[src/rtl/xor_irq_ctrl.sv]
// ----------------------------------------------------------------------------
// xor_irq_ctrl
//
// Multi-channel XOR mismatch interrupt controller. Each of CHANNELS channels
// compares a pair of WIDTH-bit words bitwise. The compare counts only while
// the channel's read_strobe bit is high. If a mismatch lasts for PERSIST
// consecutive qualified samples, the channel sets a sticky status bit and
// captures the offending XOR pattern. The status bit can be masked from the
// interrupt and is cleared by writing 1 to irq_clear.
//
// A mismatch that continues after the status bit is set does not fire again.
// If a new event fires while status is still pending, the overrun bit is set
// and the first captured pattern is kept.
//
// Parameters:
//   WIDTH     bits per compared word
//   CHANNELS  number of independent compare channels (1..16)
//   PERSIST   consecutive qualified mismatches needed to fire (1..255)
//   SEL_W     width of the capture select; 2**SEL_W >= CHANNELS
//
// Ports:
//   clk          rising-edge clock
//   rst_n        asynchronous active-low reset
//   data_1       operand A, channel i in bits [i*WIDTH +: WIDTH]
//   data_2       operand B, same packing
//   read_strobe  per-channel compare qualifier
//   irq_mask     1 = channel does not drive interrupt (status still updates)
//   irq_clear    write-1-to-clear for status and overrun
//   sel          channel whose capture register appears on cap_data
//   irq_status   sticky pending bits
//   irq_overrun  sticky: an event fired while status was already pending
//   cap_data     captured XOR pattern of channel sel (0 if sel >= CHANNELS)
//   interrupt    OR of (irq_status & ~irq_mask)
// ----------------------------------------------------------------------------
module xor_irq_ctrl #(
   parameter int WIDTH    = 8,
   parameter int CHANNELS = 4,
   parameter int PERSIST  = 2,
   parameter int SEL_W    = 2
) (
   input  logic                         clk,
   input  logic                         rst_n,
   input  logic [CHANNELS*WIDTH-1:0]    data_1,
   input  logic [CHANNELS*WIDTH-1:0]    data_2,
   input  logic [CHANNELS-1:0]          read_strobe,
   input  logic [CHANNELS-1:0]          irq_mask,
   input  logic [CHANNELS-1:0]          irq_clear,
   input  logic [SEL_W-1:0]             sel,
   output logic [CHANNELS-1:0]          irq_status,
   output logic [CHANNELS-1:0]          irq_overrun,
   output logic [WIDTH-1:0]             cap_data,
   output logic                         interrupt
);

   // The counter must hold PERSIST itself. It never counts past PERSIST.
   localparam int CNT_W = (PERSIST < 2) ? 1 : $clog2(PERSIST + 1);

   localparam logic [CNT_W-1:0] CNT_ONE      = CNT_W'(1);
   localparam logic [CNT_W-1:0] CNT_FIRE_AT  = CNT_W'(PERSIST - 1);
   localparam logic [CNT_W-1:0] CNT_SAT      = CNT_W'(PERSIST);

   typedef enum logic [1:0] {
      S_IDLE,
      S_COUNT,
      S_FIRE,
      S_HOLD
   } state_t;

   logic [WIDTH-1:0] cap_all [CHANNELS];

   for (genvar i = 0; i < CHANNELS; i++) begin : g_ch
      state_t           state_q;
      logic [CNT_W-1:0] cnt_q;
      logic             status_q;
      logic             overrun_q;
      logic [WIDTH-1:0] cap_q;
      logic [WIDTH-1:0] diff;
      logic             qm;
      logic             fire;

      assign diff = data_1[i*WIDTH +: WIDTH] ^ data_2[i*WIDTH +: WIDTH];
      assign qm   = read_strobe[i] & (|diff);

      // fire is high on the edge that moves the FSM into S_FIRE. That edge
      // is the PERSIST-th consecutive qualified mismatch sample.
      // NOTE: combinational blocks assign a default before any branch, so no
      // path can leave the output unassigned and infer a latch.
      always_comb begin
         fire = 1'b0;
         case (state_q)
            S_IDLE:  fire = qm && (PERSIST == 1);
            S_COUNT: fire = qm && (cnt_q == CNT_FIRE_AT);
            default: fire = 1'b0;
         endcase
      end

      // NOTE: all state here uses non-blocking assignments. Every register
      // therefore updates from values sampled at the same edge, whatever
      // order the statements appear in.
      // NOTE: the capture registers are reset along with the control state.
      // cap_data then reads back 0 after reset, not garbage.
      always_ff @(posedge clk or negedge rst_n) begin
         if (!rst_n) begin
            state_q   <= S_IDLE;
            cnt_q     <= '0;
            status_q  <= 1'b0;
            overrun_q <= 1'b0;
            cap_q     <= '0;
         end else begin
            // Persistence FSM. irq_clear has no effect on it.
            case (state_q)
               S_IDLE: begin
                  if (qm) begin
                     cnt_q   <= (PERSIST == 1) ? CNT_SAT : CNT_ONE;
                     state_q <= fire ? S_FIRE : S_COUNT;
                  end
               end
               S_COUNT: begin
                  if (!qm) begin
                     // The run is broken: a strobe drop counts the same as
                     // a match.
                     cnt_q   <= '0;
                     state_q <= S_IDLE;
                  end else begin
                     cnt_q <= cnt_q + CNT_ONE;
                     if (fire) begin
                        state_q <= S_FIRE;
                     end
                  end
               end
               S_FIRE: begin
                  if (qm) begin
                     state_q <= S_HOLD;
                  end else begin
                     cnt_q   <= '0;
                     state_q <= S_IDLE;
                  end
               end
               S_HOLD: begin
                  // A continuing mismatch stays here and does not fire again.
                  if (!qm) begin
                     cnt_q   <= '0;
                     state_q <= S_IDLE;
                  end
               end
               default: begin
                  cnt_q   <= '0;
                  state_q <= S_IDLE;
               end
            endcase

            // Status, overrun and capture. When a fire and a clear land on
            // the same edge, the fire wins. The clear still removes the old
            // pending event, so the new pattern is captured and overrun
            // is not raised.
            if (fire) begin
               status_q <= 1'b1;
               if (status_q && !irq_clear[i]) begin
                  overrun_q <= 1'b1;
               end else begin
                  cap_q <= diff;
                  if (irq_clear[i]) begin
                     overrun_q <= 1'b0;
                  end
               end
            end else if (irq_clear[i]) begin
               status_q  <= 1'b0;
               overrun_q <= 1'b0;
            end
         end
      end

      assign irq_status[i]  = status_q;
      assign irq_overrun[i] = overrun_q;
      assign cap_all[i]     = cap_q;
   end

   // Capture readback. A select value with no matching channel reads as 0.
   always_comb begin
      cap_data = '0;
      for (int k = 0; k < CHANNELS; k++) begin
         if (sel == SEL_W'(k)) begin
            cap_data = cap_all[k];
         end
      end
   end

   // Masking acts only here, so a mask change is seen on interrupt at once.
   assign interrupt = |(irq_status & ~irq_mask);

endmodule
[config.mk]
export PLATFORM = sky130hd
export DESIGN_NAME = xor_irq_ctrl
export DESIGN_NICKNAME = d
export VERILOG_FILES = /design/src/rtl/xor_irq_ctrl.sv
export SDC_FILE = /design/constraint.sdc
export NUM_CORES = 1
export LEC_CHECK = 0
export CORE_MARGIN = 4
export CORE_UTILIZATION = 47
export DETAILED_ROUTE_END_ITERATION = 10
export GPL_TIMING_DRIVEN = 0
export PLACE_DENSITY_LB_ADDON = 0.08
export SLEW_MARGIN = 30
export SYNTH_ARGS = -nofsm -noshare
export SYNTH_HDL_FRONTEND = slang
export SYNTH_SLANG_ARGS = --single-unit
export TNS_END_PERCENT = 10
[constraint.sdc]
create_clock -name clk -period 1.97 [get_ports clk]
set_clock_uncertainty 0.2 [all_clocks]
set_input_delay 0.197 -clock clk [delete_from_list [all_inputs] [get_ports clk]]
set_output_delay 0.197 -clock clk [all_outputs]
set_load 0.02 [all_outputs]
-- Word-level counts from Yosys, hierarchy flattened
Index checks and enable logic that the tools add are counted.
- $add $sub $neg: 4
- equality and inequality tests: 35
- mux-type cells: 68
- bitwise gates (word level): 14
- reduce and logical (&&, ||, !) cells: 42
- operator list (operator ; number):
    2-to-1 mux 2 bit ; 32
    2-to-1 mux 8 bit ; 4
    case mux 2 bit (4 select lines) ; 4
    OR reduction 8 bit ; 4
    XOR 8 bit ; 4
    2-to-1 mux 1 bit ; 24
    inequality test 2 bit (second input constant) ; 12
    case mux 2 bit (3 select lines) ; 4
    == test 2 bit (second input constant) ; 10
    == test 2 x 1 -> 1 bit (second input constant) ; 9
    AND reduction 2 bit ; 8
    inequality test 3 bit (second input constant) ; 4
    AND reduction 3 bit ; 4
    zero test 2 bit ; 5
    adder 2 x 1 -> 2 bit (second input constant) ; 4
    logical AND 1 bit ; 8
    nonzero test 2 bit ; 4
    OR reduction 2 bit ; 4
    bitwise AND 1 bit ; 4
    bitwise AND 4 bit ; 1
    zero test 1 bit ; 4
    NOT 1 bit ; 4
    NOT 4 bit ; 1
    OR reduction 4 bit ; 1
- bits in registers: 56
- bits of input ports: 80
- output and inout bits: 17
- logic and storage cells: 183

-- Longest topological paths before layout
- depth in word-level cells: 8
- depth in mapped cells: 7
- depth with buffers taken out: 6

-- Worst setup path before layout
OpenSTA, ideal clock, no wires.
- path type: in2reg
- start: in data_2[3]
- end: reg g_ch[0].cap_q[0]
- setup time: 125 ps
- arrival: 1599 ps
- required time: 1645 ps
- path slack: 46 ps
- stages on the path: 6
- buffers on the path: 2
- cells stage by stage: xor2_1 -> or4_1 -> buf_2 -> o21a_1 -> buf_6 -> mux2_4
- longest elaborated chain between the ends: 6
- RTL lines (item ; line ; source):
    start: declaration ; 44 ; input logic [CHANNELS*WIDTH-1:0] data_2,
    XOR 8 bit ; 81 ; assign diff = data_1[i*WIDTH +: WIDTH] ^ data_2[i*WIDTH +: WIDTH];
    OR reduction 8 bit ; 82 ; assign qm = read_strobe[i] & (|diff);
    bitwise AND 1 bit ; 82 ;
    logical AND 1 bit ; 92 ; S_COUNT: fire = qm && (cnt_q == CNT_FIRE_AT);
    2-to-1 mux 1 bit ; 90 ; case (state_q)
    AND reduction 2 bit (no line) ; -- ;
    end signal: assignment ; 161 ; cap_q <= diff;
    end: declaration ; 76 ; logic [WIDTH-1:0] cap_q;
Every way passes these cells.
A chain may end at the register's enable or synchronous reset.

-- Worst setup path in the final report
- start: reg g_ch[1].cnt_q[1]
- end: reg g_ch[1].cap_q[1]
- longest elaborated chain between the ends: 4
- RTL lines (item ; line ; source):
    start: declaration ; 73 ; logic [CNT_W-1:0] cnt_q;
    start signal: assignment ; 114 ; cnt_q <= (PERSIST == 1) ? CNT_SAT : CNT_ONE;
    start signal: assignment ; 125 ; cnt_q <= cnt_q + CNT_ONE;
    == test 2 x 1 -> 1 bit ; 92 ;
    logical AND 1 bit ; 92 ;
    2-to-1 mux 1 bit ; 90 ;
    AND reduction 2 bit (no line) ; -- ;
    end signal: assignment ; 161 ;
    end: declaration ; 76 ;
Every way passes these cells.

==> metrics.txt <==
# TYPE chip_impl_metric gauge
chip_impl_metric{name="synth_seq_cells",unit=""} 56
chip_impl_metric{name="route.detailed.wl_per_inst",unit="um"} 17.0
chip_impl_metric{name="die_y",unit="um"} 89.0
chip_impl_metric{name="layout.cells.non_filler",unit=""} 438
chip_impl_metric{name="drc_errors_left",unit=""} 0
chip_impl_metric{name="fillCellCount",unit=""} 477
chip_impl_metric{name="synth.top_cell.area_share",unit="%"} 45.4
chip_impl_metric{name="antenna_left",unit=""} 0
chip_impl_metric{name="period_needed",unit="ns"} 1.94
chip_impl_info{name="tritoncts_clock_tree",value="built"} 1
chip_impl_metric{name="grt_antenna_before_repair",unit=""} 0
chip_impl_metric{name="yosys_warnings",unit=""} 0
chip_impl_metric{name="dr_total_vias",unit=""} 2382
chip_impl_metric{name="ys_types",unit=""} 36
chip_impl_metric{name="cts.sink_count",unit=""} 56
chip_impl_info{name="min_path_type",value="input port to asynchronous set/reset pin"} 1
chip_impl_metric{name="count_of_input_and_output_buffers",unit=""} 94
chip_impl_info{name="crit_path_top_delay_cell",value="dfrtp_1"} 1
chip_impl_metric{name="clock_tree.htree_level_count",unit=""} 2
chip_impl_metric{name="swShare",unit="%"} 32.5
chip_impl_metric{name="placeableCoreArea",unit="um^2"} 6350
chip_impl_info{name="synth_area_leaders",value="dfrtp_1 (45%), xor2_1 (9.1%), mux2_2 (8.8%)"} 1
chip_impl_metric{name="postSynth.asyncResetShare",unit="%"} 100
chip_impl_metric{name="maxSlewHeadroom",unit="%"} 65.4
chip_impl_metric{name="postRouteWirelength",unit="mm"} 7.46
chip_impl_info{name="setup_repair_after_global_routing_missed_its_margin",value="yes"} 1
chip_impl_info{name="synth_top_area_cell",value="dfrtp_1"} 1
chip_impl_info{name="cp-start-kind",value="flip-flop"} 1
chip_impl_metric{name="sequential_cell_area",unit="um^2"} 1400
chip_impl_metric{name="worstPathArrival",unit="ns"} 1.95
chip_impl_metric{name="drive_gt1_share",unit="%"} 25.8
chip_impl_metric{name="die_width",unit="um"} 89.0
chip_impl_metric{name="wl_met1",unit="mm"} 3.21
chip_impl_metric{name="hpwl",unit="mm"} 5.70
chip_impl_metric{name="clk_pin_slew",unit="ns"} 0.10
chip_impl_metric{name="post_synth_instance_area",unit="um^2"} 3080
chip_impl_metric{name="syn_nets",unit=""} 340
chip_impl_metric{name="share_clk_of_total_power",unit="%"} 17.7
chip_impl_metric{name="post_synthesis_cell_count",unit=""} 256
chip_impl_metric{name="die_ar",unit="um^2"} 7920
chip_impl_metric{name="synthesis.area_per_instance",unit="um^2"} 12.0
chip_impl_metric{name="wl_met3",unit="um"} 496
chip_impl_metric{name="synth_enable_flop_cells",unit=""} 0
chip_impl_metric{name="firstDrtPassIters",unit=""} 4
chip_impl_metric{name="setup-tns-final",unit="ns"} 0
chip_impl_metric{name="first_global_vias",unit=""} 2304
chip_impl_metric{name="power_frac_comb",unit="%"} 39.9
chip_impl_metric{name="static-leakage-power",unit="nW"} 1.96
chip_impl_metric{name="synth_sequential_area_ratio",unit="%"} 45.4
chip_impl_metric{name="layout_nets",unit=""} 444
chip_impl_metric{name="slew_viol_final",unit=""} 0
chip_impl_metric{name="syn2layout_area_growth",unit="%"} 45.5
chip_impl_metric{name="met2_length",unit="mm"} 3.63
chip_impl_info{name="clock_tree.root_cell",value="clkbuf_8"} 1
chip_impl_info{name="end_kind",value="flip-flop"} 1
chip_impl_metric{name="route.detailed.vias_per_inst",unit=""} 5.44
chip_impl_metric{name="floorplan.io_pins",unit=""} 97
chip_impl_metric{name="numPlacedInstances",unit=""} 428
chip_impl_metric{name="area_of_the_multi_input_gates",unit="um^2"} 1710
chip_impl_metric{name="rows",unit=""} 29
chip_impl_metric{name="worst_skew_pair_latency",unit="ns"} 0.31
chip_impl_metric{name="drt_iter0_drc",unit=""} 63
chip_impl_metric{name="grt_pass1_wl",unit="mm"} 11.3
chip_impl_metric{name="maxcap_violations",unit=""} 0
chip_impl_metric{name="crit_fanout",unit=""} 8
chip_impl_metric{name="total_switching_power",unit="mW"} 1.52
chip_impl_metric{name="finalSetupViolations",unit=""} 0
chip_impl_metric{name="vdd.ir_drop.worst",unit="V"} 0.000525
chip_impl_metric{name="grt_start_max_net_pins",unit=""} 51
chip_impl_metric{name="seq_power_share",unit="%"} 42.3
chip_impl_info{name="synthMostInstantiatedCell",value="dfrtp_1"} 1
chip_impl_info{name="synthTopCellsByCount",value="dfrtp_1 (56), xor2_1 (32), mux2_2 (24), inv_1 (12), nor2_1 (12)"} 1
chip_impl_metric{name="cts_buffers",unit=""} 5
chip_impl_metric{name="cellInternalPower",unit="mW"} 3.15
chip_impl_info{name="outcome",value="finished clean"} 1
chip_impl_metric{name="antenna_cells_inserted",unit=""} 0
chip_impl_metric{name="worst-endpoint-required",unit="ns"} 1.97
chip_impl_info{name="setup.worst_path.class",value="flip-flop to flip-flop"} 1
chip_impl_info{name="top_layer_used",value="met4"} 1
chip_impl_metric{name="total_track_usage",unit="%"} 18.7
chip_impl_info{name="ys.flop_type",value="dfrtp_1"} 1
chip_impl_metric{name="gp_routability_congestion",unit=""} 0.776
chip_impl_metric{name="max_clk_rate",unit="GHz"} 0.515
chip_impl_metric{name="min_period_over_period",unit="%"} 98.6
chip_impl_metric{name="worst-slew-pin-transition",unit="ns"} 0.515
chip_impl_metric{name="residual_overflow_from_global_routing",unit=""} 0
chip_impl_metric{name="clk_path_buf_depth",unit=""} 2
chip_impl_metric{name="floorplan.initialDensity",unit="%"} 48.6
chip_impl_metric{name="power_per_cell_area",unit="nW/um^2"} 1040
chip_impl_metric{name="hold_viol",unit=""} 0
chip_impl_info{name="cp_cell_sequence",value="inv_1 > ha_2 > and3b_2 > nand3_2 > a21oi_4 > mux2_2"} 1
chip_impl_metric{name="cpPeakStageDelay",unit="ns"} 0.40
routing by layer:
metal / vias up / track usage [%]
met5: - / 0
met1: 1155 / 25.5
li1: 1143 / -
met2: 76 / 30.7
met3: 8 / 3.78
met4: 0 / 4.87
per-stage QoR:
step,utilization (%),total power [mW],setup WS [ns],area [um^2],hold slack [ns]
final,70.7,4.67,0.0269,4490,0.0339
after global routing,70.7,4.96,-0.0456,4490,0.0365
after CTS,67.5,4.64,-0.158,4290,0.0298
after detailed placement,65.3,3.87,-0.542,4150,-0.173
after global placement,64.9,3.80,-1.26,4120,0.288
after floorplan,-,3.10,0.0457,3080,-0.299
worst max-delay path, delay by kind of cell, from the launching register on:
family                   cells  cell delay [ns]
buffers and inverters        1             0.06
multiplexers                 1             0.38
flip-flops                   1             0.40
adder cells (fa/ha/maj)      1             0.18
AO/OA/AOI/OAI                1             0.29
AND/OR/NAND/NOR              2             0.31
final cells by class:
class	count	area share, %
Inverter	12	1.00
Multi-Input combinational cell	175	38.0
Buffer	13	2.29
Timing Repair Buffer	97	22.5
Sequential cell	56	31.2
Clock inverter	1	0.669
Clock buffer	7	2.15
Tap cell	77	2.15
sequential cells by signal, indices dropped and copies added, names as in the netlist:
name	cells
g_ch.cap_q	32
g_ch.cnt_q	8
g_ch.overrun_q	4
g_ch.state_q	8
g_ch.status_q	4
placed cells by master (no fill, tap or decap), drive strengths merged:
cell,Yosys,final
clkdlybuf4s50,0,68
dfrtp,56,56
xor2,32,32
mux2,32,32
dlymetal6s2s,0,16
buf,11,15
inv,12,12
nor2,12,12
o21ai,10,10
clkbuf,2,9
a21oi,9,9
mux4,8,8
dlygate4sd2,0,8
or4,8,8
nand2,6,6
o2111ai,6,6
nor4,6,6
nand3,5,5
nand3b,4,4
nand2b,4,4
o32ai,4,4
o211ai,4,4
o21a,4,4
and3b,4,4
ha,4,4
or2,2,2
nor4bb,2,2
or4bb,2,2
a311o,2,2
o311ai,2,2
a22oi,1,1
o221ai,1,1
and3,1,1
bufinv,0,1
dlygate4sd3,0,1
worst paths after layout:
path,end,cells past startpoint,startpoint,slack [ns]
worst max-delay path,g_ch[1].cap_q[1],6,g_ch[1].cnt_q[1],0.03
worst max register to register,g_ch[1].cap_q[1],6,g_ch[1].cnt_q[1],0.03
worst min-delay path,g_ch[1].state_q[1],2,rst_n,0.03
max in group asynchronous,g_ch[1].cap_q[0],3,rst_n,1.08
min in group clk,g_ch[0].cap_q[3],3,data_1[3],0.17
worst min register to register,g_ch[3].cap_q[4],1,g_ch[3].cap_q[4],0.31
power groups by stage:
stage	Combinational, mW	Clock [mW]	Sequential [mW]
3_3_place_gp	1.82	0	1.98
4_1_cts	1.82	0.836	1.98
3_5_place_dp	1.87	0	2.00
6_report	1.86	0.828	1.98
2_1_floorplan	1.25	0	1.85
5_1_grt	2.02	0.892	2.04
repair_timing:
action                     4_1_cts  5_1_grt
setup endpoints to repair       50       48
buffers inserted                 0        1
hold endpoints to repair        56        0
gates resized for setup         15       50
hold buffers                     1        0
pin swaps                        0        3
kinds of logic (layout without fill, tap and decap cells):
group,after synthesis,count (layout),synth area share [%]
buffers and inverters,25,130,4.30
AND/OR/NAND/NOR,56,56,11.1
multiplexers,40,40,18.5
adder cells (fa/ha/maj),4,4,1.62
XOR/XNOR,32,32,9.09
flip-flops,56,56,45.4
AO/OA/AOI/OAI,43,43,9.98
Note: power is estimated with default switching activity, not from simulation.
==> RTL change: new RTL, config.mk and constraints unchanged <==
The 4 states of `state_t` get a one-hot encoding in 4 bits.
--- a/src/rtl/xor_irq_ctrl.sv
+++ b/src/rtl/xor_irq_ctrl.sv
@@ -59,11 +59,11 @@
    localparam logic [CNT_W-1:0] CNT_FIRE_AT  = CNT_W'(PERSIST - 1);
    localparam logic [CNT_W-1:0] CNT_SAT      = CNT_W'(PERSIST);
 
-   typedef enum logic [1:0] {
-      S_IDLE,
-      S_COUNT,
-      S_FIRE,
-      S_HOLD
+   typedef enum logic [3:0] {
+      S_IDLE  = 4'b0001,
+      S_COUNT = 4'b0010,
+      S_FIRE  = 4'b0100,
+      S_HOLD  = 4'b1000
    } state_t;
 
    logic [WIDTH-1:0] cap_all [CHANNELS];
Behaviour: same outputs for any inputs over 4 cycles, from zero or initial values and one cycle with rst_n low; so few cycles prove little.
==> RTL change against the unedited design <==
  * The run now ends with negative setup slack left
  * Synthesized cell count increased by 20%
  * Final area increased by 16%
  * Non-clock buffer count increased by 18
  * Clock power increased by 14%
  * Synthesized area increased by 14%
  * Wire length increased by 15%
  * Sequential cell count increased by 8
  * Hold slack improved by 0.095 ns
  * Total power decreased by 6.2%
  * Final cell count increased by 21%
  * Setup slack got worse by 0.20 ns
  * Utilization increased by 0.96 points
  * Critical endpoint is now g_ch[2].cap_q[1]
==> RTL change: results (changes against the unedited design) <==
metric,value,unit,change
arrival,2.15,ns,+0.20 ns
grt_pass1_vias,2795,,+21%
max_stage_delay,0.47,ns,+0.07 ns
syn-num-nets,390,,+15%
p_int,3.02,mW,-4.1%
synthTopCellsByArea,"dfrtp_1 43%, xor2_1 8.2%, mux2_1 7.7%, mux4_2 5.1%, mux2_4 3.4%",,
ys_top_cells_by_count,"60 x dfrtp_1, 33 x xor2_1, 24 x mux2_1",,
clock_latency,0.33,ns,+0.02 ns
tightestPinTransition,0.438,ns,-0.0777 ns
synthMuxAreaShare,16.8,%,-1.7 points
synthAdderAreaFrac,1.42,%,-0.20 points
cts_max_level,3,,+1
path_max_fanout,8,,unchanged
top_regs,"g_ch.cap_q (32), g_ch.state_q (16), g_ch.cnt_q (8)",,
yosysTopAreaCell,dfrtp_1,,
setup_viol,26,,+26
synth.distinct_cells,58,,+61%
post_dp_cell_area,4620,µm²,+11%
antenna_found_initial,0,,unchanged
place_inst,500,,+17%
p_leak,2.38,nW,+22%
grt_pass1_wl,13.4,mm,+19%
path_delay_family,simple AND/OR/NAND/NOR gates,,
syn_area_per_cell,11.5,µm²,-4.7%
setup_tns,-2.51,ns,-2.51 ns
synth_xor_xnor_area_share,8.97,%,-0.12 points
vdd_drop_max,483,µV,-8.1%
drtPass1Iterations,5,,+1
drt_iter0_markers,90,,+43%
outcome,"finished, violations left",,
gp_congestion,0.838,,+8.0%
crit_slowest_cell,clkdlybuf4s50_1,,
ys_seq_area_share,45.7,%,+0.27 points
ys_warn_count,0,,unchanged
worst-setup-path-type,in2reg,,
final.setup.worst_slack,-0.174,ns,-0.201 ns
wl_per_cell,16.2,µm,-5.0%
violations,negative setup slack,,
nets,512,,+15%
cts_buffers,9,,+4
crit_start,data_1[19],,
path_clk_slew,0.07,ns,-0.03 ns
grt_max_degree,40,,-22%
drt-vias-per-instance,5.23,,-3.9%
synth_compound_area_share,8.40,%,-1.6 points
drive_gt1_share,25.5,%,-0.30 points
track_usage,19.5,%,+0.84 points
wirelength,8.59,mm,+15%
reg2reg_from,g_ch[2].state_q[3],,
dp_hpwl,6.31,mm,+11%
[RTL change: cell types whose count changed in the layout (fill, tap and decap cells not counted), moves of 7 or more]
cell             change
nor3_1               +7
xor2_2              +11
mux2_2              -21
mux2_1              +23
xor2_1              -10
clkdlybuf4s50_1     -18
dlygate4sd2_1       +15
buf_4               +15
[RTL change: cells by family (layout without fill, tap and decap cells)]
logic type	count (synthesis)	count (layout)
AO/OA/AOI/OAI	43	43
XOR/XNOR	36	36
adder cells (fa/ha/maj)	4	4
buffers and inverters	31	157
flip-flops	64	64
multiplexers	42	42
AND/OR/NAND/NOR	86	86
[RTL change: area by class of cell]
type,instances,area (µm²)
plain buffers,16,123
clock buffers,14,153
clock inverters,1,5.00
fillers,547,2060
inverters,14,52.6
multi-input cells,211,2030
flip-flops and latches,64,1610
well taps,99,124
repair buffers,112,1100
[RTL change: worst register-to-register path, stage by stage (launching register included)]
cell	delay, ns
dfrtp_1	0.46
nor2_4	0.17
nand2_2	0.07
or4_4	0.52
nor2b_4	0.14
buf_8	0.15
mux2_4	0.30
[RTL change: routing by layer]
layer  up-vias  share of wire, %  GRT usage [%]
met2        75                50           34.0
met1      1374                42           24.1
met5         -                 0              0
met4         0               1.5           6.49
met3        11               6.6           4.22
li1       1316                 -              -
[RTL change: path summary, 6_finish.rpt]
| path | slack (ns) | cells after the start | to |
|---|---|---|---|
| worst max-delay path | -0.17 | 8 | g_ch[2].cap_q[1] |
| worst min-delay path | 0.13 | 2 | g_ch[0].state_q[1] |
| worst max register to register | -0.16 | 6 | g_ch[2].cap_q[1] |
| worst min register to register | 0.29 | 1 | g_ch[0].cap_q[2] |
| max in group asynchronous | 0.86 | 3 | g_ch[3].state_q[0] |
| min in group clk | 0.19 | 3 | g_ch[2].cap_q[5] |
[RTL change: repair_timing]
action	in CTS	in global routing
pin swaps	13	15
hold endpoints to repair	61	0
gates cloned	0	0
hold buffers	1	0
resized for setup	62	35
endpoints found under the setup margin	47	41
buffers inserted	7	9
[RTL change: power groups by stage]
stage,sequential (mW),combinational [mW],clock [mW]
4_1_cts,1.98,1.41,0.963
3_3_place_gp,1.98,1.38,0
5_1_grt,2.03,1.59,1.01
3_5_place_dp,2.00,1.42,0
6_report,1.98,1.46,0.941
2_1_floorplan,1.88,0.903,0
[RTL change: through the flow]
step | total power [mW] | util [%] | setup WS (ns)
5_1_grt | 4.63 | 71.6 | -0.220
4_1_cts | 4.35 | 69.1 | -0.210
2_1_floorplan | 2.78 | - | -0.108
3_3_place_gp | 3.36 | 63.4 | -1.65
6_report | 4.38 | 71.6 | -0.174
3_5_place_dp | 3.42 | 63.7 | -0.845
